File: config.mk
export PLATFORM = sky130hd
export DESIGN_NAME = dmem_sized
export DESIGN_NICKNAME = d
export VERILOG_FILES = /design/src/rtl/dmem_sized.sv
export SDC_FILE = /design/constraint.sdc
export NUM_CORES = 1
export LEC_CHECK = 0
export BUFFER_PORTS_ARGS = -buffer_cell sky130_fd_sc_hd__clkbuf_2
export CAP_MARGIN = 0
export CORE_MARGIN = 5
export CORE_UTILIZATION = 45
export CTS_CLUSTER_SIZE = 24
export DETAILED_ROUTE_END_ITERATION = 6
export RECOVER_POWER = 25
export SKIP_CTS_REPAIR_TIMING = 1
export SLEW_MARGIN = 25
export SYNTH_ARGS = -nofsm -noshare
export SYNTH_HDL_FRONTEND = slang
export SYNTH_SLANG_ARGS = --single-unit
File: constraint.sdc
create_clock -name clk -period 7.1 [get_ports clk]
set_input_delay 0.71 -clock clk [delete_from_list [all_inputs] [get_ports clk]]
set_output_delay 0.71 -clock clk [all_outputs]
set_load 0.02 [all_outputs]
File: src/rtl/dmem_sized.sv
// Byte-addressed, word-organised single-port data memory with sized loads/stores.
// A hardware sweep clears the array after reset; responses come back through a two-register pipeline.
module dmem_sized #(
  parameter int ADDR_W = 6
) (
  input  logic              clk,
  input  logic              rst_n,
  input  logic              req_valid,
  output logic              req_ready,
  input  logic              req_we,
  input  logic [1:0]        req_size,
  input  logic              req_unsigned,
  input  logic [ADDR_W-1:0] req_addr,
  input  logic [31:0]       req_wdata,
  output logic              rsp_valid,
  output logic [31:0]       rsp_rdata,
  output logic              rsp_err
);

  localparam int IDX_W = ADDR_W - 2;
  localparam int DEPTH = 2 ** IDX_W;

  localparam logic [0:0] ST_CLEAR = 1'b0;
  localparam logic [0:0] ST_READY = 1'b1;

  // Handshake: a request transfers on a rising edge where req_valid && req_ready.
  logic [0:0]       state;
  logic [IDX_W-1:0] clr_idx;
  logic [31:0]      mem [DEPTH];

  logic             accept;
  logic [IDX_W-1:0] idx;
  logic [1:0]       off;
  logic             err;
  logic [3:0]       lane_en;
  logic [31:0]      lane_data;
  logic             clear_we;

  assign req_ready = (state == ST_READY);
  assign accept    = req_valid && req_ready;
  assign idx       = req_addr[ADDR_W-1:2];
  assign off       = req_addr[1:0];
  assign clear_we  = (state == ST_CLEAR);

  always_comb begin
    err = 1'b0;
    case (req_size)
      2'b00:   err = 1'b0;
      2'b01:   err = off[0];
      2'b10:   err = (off != 2'b00);
      default: err = 1'b1;
    endcase
  end

  // Store data is replicated across lanes so the lane enables alone pick the bytes.
  always_comb begin
    lane_en   = 4'b0000;
    lane_data = req_wdata;
    case (req_size)
      2'b00: begin
        lane_en   = 4'b0001 << off;
        lane_data = {4{req_wdata[7:0]}};
      end
      2'b01: begin
        lane_en   = 4'b0011 << off;
        lane_data = {2{req_wdata[15:0]}};
      end
      2'b10:   lane_en = 4'b1111;
      default: lane_en = 4'b0000;
    endcase
    if (!accept || !req_we || err) lane_en = 4'b0000;
  end

  always_ff @(posedge clk) begin
    if (clear_we) begin
      mem[clr_idx] <= '0;
    end else begin
      for (int l = 0; l < 4; l++) begin
        if (lane_en[l]) mem[idx][l*8 +: 8] <= lane_data[l*8 +: 8];
      end
    end
  end

  always_ff @(posedge clk or negedge rst_n) begin
    if (!rst_n) begin
      state   <= ST_CLEAR;
      clr_idx <= '0;
    end else if (state == ST_CLEAR) begin
      clr_idx <= clr_idx + 1'b1;
      if (clr_idx == {IDX_W{1'b1}}) state <= ST_READY;
    end
  end

  // First stage captures the raw word and access shape on the accepting edge.
  logic        p_valid;
  logic        p_err;
  logic        p_load;
  logic [1:0]  p_size;
  logic        p_uns;
  logic [1:0]  p_off;
  logic [31:0] p_word;

  always_ff @(posedge clk or negedge rst_n) begin
    if (!rst_n) begin
      p_valid <= 1'b0;
      p_err   <= 1'b0;
      p_load  <= 1'b0;
      p_size  <= 2'b00;
      p_uns   <= 1'b0;
      p_off   <= 2'b00;
      p_word  <= '0;
    end else begin
      p_valid <= accept;
      if (accept) begin
        p_err  <= err;
        p_load <= !req_we && !err;
        p_size <= req_size;
        p_uns  <= req_unsigned;
        p_off  <= off;
        p_word <= mem[idx];
      end
    end
  end

  logic [31:0] shifted;
  logic [31:0] ext;

  assign shifted = p_word >> {p_off, 3'b000};

  always_comb begin
    ext = p_word;
    case (p_size)
      2'b00:   ext = p_uns ? {24'd0, shifted[7:0]} : {{24{shifted[7]}}, shifted[7:0]};
      2'b01:   ext = p_uns ? {16'd0, shifted[15:0]} : {{16{shifted[15]}}, shifted[15:0]};
      default: ext = p_word;
    endcase
  end

  always_ff @(posedge clk or negedge rst_n) begin
    if (!rst_n) begin
      rsp_valid <= 1'b0;
      rsp_err   <= 1'b0;
      rsp_rdata <= '0;
    end else begin
      rsp_valid <= p_valid;
      if (p_valid) begin
        rsp_err   <= p_err;
        rsp_rdata <= p_load ? ext : 32'd0;
      end
    end
  end

endmodule

==> summary.md <==
| Metric | Value |
|---|---|
| Worst-Margin Slew | `3.72 ns` |
| Compound-Gate Fraction of Synth Area | `9.16%` |
| Setup TNS | `0 ns` |
| TritonCTS buffer count | `61` |
| Synth Cell Area | `24500 sq um` |
| Post-synthesis xor/xnor area fraction | `0.107%` |
| Synth Area in Simple Gates | `5.67%` |
| Initial Util | `45.4%` |
| Commonest non-fill, non-tap cell in the layout | `edfxtp_1` |
| GR peak layer | `met2` |
| Unrepaired setup endpoints after global routing | `no` |
| Grt ovf | `0` |
| Max transition margin | `-148%` |
| CP max-delay cell | `clkbuf_1` |
| Clock Latency Late Sink | `0.63 ns` |
| Syn_nets | `1701` |
| Post-Synth Adder-Cell Area | `0.0512%` |
| Peak VDD IR | `0.000195 V` |
| Cells on worst reg2reg path | `5` |
| Max Slew Vio Count | `210` |
| Largest net degree at the start of global routing | `78` |
| CTS Root Cell | `clkbuf_16` |
| Fillers | `4513` |
| HP Start | `req_unsigned` |
| Status | `complete, but fails checks` |
| H-tree levels | `2` |
| Final setup skew | `0.0220 ns` |
| Total track usage | `21.7%` |
| Period Utilization, post-route | `72.6%` |
| DR WL/cell | `26.3 um` |
| Routed Antenna Nets | `0` |
| Die width | `243 um` |
| Clock Sinks | `591` |
| Total Wirelength | `65300 um` |
| Initial DRC count | `1400` |
| Post-DP HPWL | `42400 um` |
| PwrDens | `271 nW/um^2` |
| Initial antenna violation count | `2` |
| CP Max Fanout | `45` |
| R2r setup slk | `1.95 ns` |
| Met3 Usage GRT | `4.58%` |
| Largest family of logic cells by synthesized area | `multiplexers` |
| Clk pin slew, worst setup/hold paths | `0.06 ns` |
| Share of layout cells above drive strength 1 | `11.0%` |
| Final nets | `1777` |
| Cell family with most CP delay | `buffers and inverters` |
| Critical path launch point type | `flip-flop` |
| Clock Path Buffers | `3` |
| Final Hold Vio Count | `0` |
| Asr flop ratio synth | `13.4%` |
| WP data required | `7.35 ns` |
| Die height | `243 um` |
| Yosys top cell by area | `edfxtp_1` |
| Met1 Use GR | `31.1%` |
| Maxcap violations | `4` |
| PortBufs | `79` |
| FMAX | `194 MHz` |
| Vias | `14800` |
| # rows | `85` |
| Drt drc | `0` |
| Crit. End Element | `flip-flop` |
| Worst Slack Setup Final | `1.95 ns` |
| # IOs | `80` |
| Arrival @ worst endpoint | `5.40 ns` |
| Global-route wire length before repair | `96300 um` |
| Area Growth Syn to Fin | `12.9%` |
| GP Congestion | `0.907` |
| Die area | `59100 sq um` |
| Post-synth EDFFs | `512` |
| Yosys cell types | `50` |
| Failing checks | `capacitance limit, slew limit` |
| Worst R2R End | `mem[10][10]` |
| Pre-CTS setup slack | `2.99 ns` |
| Final worst path period need | `5.15 ns` |
| Tot Pwr | `7.47 mW` |
| Synth warn | `0` |
| Slowest stage delay, CP | `1.62 ns` |
| Syn Area/Cell | `14.8 sq um` |
| Leakage | `10.7 nW` |
| Sequential share of the synthesized area | `71.0%` |
| TritonCTS clock tree | `done` |
| Hold Path End | `p_uns` |
| Seq cells post-synth | `591` |
| Reg2Reg Launch Point | `req_ready` |
| Hold Crit Class | `input port to flip-flop` |
| Vias in the first global route | `14500` |
| Vias per inst | `5.99` |
| Most frequent cells in the layout | `512 x edfxtp_1, 281 x mux2i_1, 109 x a21oi_1` |
| Hold depth | `3` |
| Placeable Area | `53800 sq um` |
| Mux contribution to synthesized area | `11.9%` |
| TritonRoute pass-1 iters | `5` |
| # setup viols final | `0` |
| CP Buf/Inv Count | `1` |
| Crit-path cells | `nand3_1 -> a21o_1 -> clkbuf_1 -> a31oi_1 -> nor2_1` |
| Yosys top cell area share | `62.9%` |
| Syn Inst Count | `1655` |
| Synth top area cells | `edfxtp_1 63%, mux2i_1 12%, dfrtp_1 8.1%, a21oi_1 2.5%, a22oi_1 2.2%` |
| Critical path type | `flip-flop to flip-flop` |
| Met2 GRT Util | `33.7%` |
| Primary FF master, synth | `edfxtp_1` |
[power breakdown]
| part | internal [mW] | switching [mW] |
|---|---|---|
| Combinational | 0.146 | 0.303 |
| Sequential | 3.80 | 0.0745 |
| Clock | 1.84 | 1.31 |
| Total | 5.78 | 1.69 |
[state kept, by name, indices dropped and copies added, names as in the netlist]
register,count
mem,512
p_word,32
rsp_rdata,32
clr_idx,4
p_off,2
p_size,2
p_err,1
p_load,1
p_uns,1
p_valid,1
req_ready,1
rsp_err,1
rsp_valid,1
[cell type report]
cell class | count | area, sq um | share of cell area, %
Sequential cell | 591 | 17400 | 62.9
Antenna cell | 1 | 2.50 | 0.00907
Multi-Input combinational cell | 935 | 6670 | 24.2
Timing Repair Buffer | 125 | 658 | 2.38
Clock inverter | 36 | 303 | 1.10
Tap cell | 696 | 871 | 3.16
Clock buffer | 79 | 1680 | 6.08
Inverter | 17 | 63.8 | 0.231
[logic make-up after synthesis]
family                   count (synthesis)
flip-flops                             591
buffers and inverters                  129
multiplexers                           288
XOR/XNOR                                 3
AND/OR/NAND/NOR                        293
AO/OA/AOI/OAI                          350
adder cells (fa/ha/maj)                  1
[layer usage]
metal	routed length, um	share of wire, %
met3	5310	8.1
met2	30100	46
met5	0	0
met4	1700	2.6
met1	28200	43
[worst register-to-register path, cell delays in order (launching register included)]
cell and delay, ns:
dfrtp_1 0.64, nand3_1 0.51, a21o_1 0.14, clkbuf_1 1.62
a31oi_1 0.90, nor2_1 0.97
[cell usage after synthesis, types with 4 or more instances]
cell type and count:
and2_1 13, buf_2 26, buf_1 11, a22oi_1 72, nor2b_1 30, nand3_1 54, clkbuf_1 73, a221o_1 7
o211ai_1 7, nand3b_1 4, o22ai_1 10, nor2_1 61, mux2i_1 282, o32ai_1 14, nand2b_1 10, inv_1 16
a32oi_1 25, a21o_1 4, a2111oi_0 8, dfrtp_1 79, a31oi_1 9, or4_1 4, mux2_2 5, a21oi_1 122
o21ai_0 61, nand4_1 5, edfxtp_1 512, nand2_1 100
[worst max-delay path by stage]
| stage | slack (ns) | cells past startpoint | start | endpoint |
|---|---|---|---|---|
| 6_report | 1.95 | 5 | req_ready | mem[10][10] |
| 5_1_grt | 1.65 | 5 | req_ready | mem[11][20] |
| 4_1_cts | 3.20 | 4 | req_ready | mem[12][9] |
| 3_5_place_dp | 2.99 | 5 | req_size[0] | mem[12][10] |
| 3_3_place_gp | 3.15 | 5 | req_size[0] | mem[12][10] |
| 2_1_floorplan | 4.25 | 6 | req_size[0] | mem[8][10] |
[metrics by stage]
stage | cell area, sq um | std cells | utilization [%] | hold WS [ns]
floorplan | 24500 | 1655 | - | 0.414
global placement | 25700 | 2363 | 47.7 | 0.464
detailed placement | 25700 | 2363 | 47.7 | 0.491
CTS | 27700 | 2478 | 51.4 | -0.168
global route | 27600 | 2479 | 51.3 | 0.323
finish | 27600 | 2480 | 51.3 | 0.322
No activity file was read; power rests on OpenSTA's default activity.
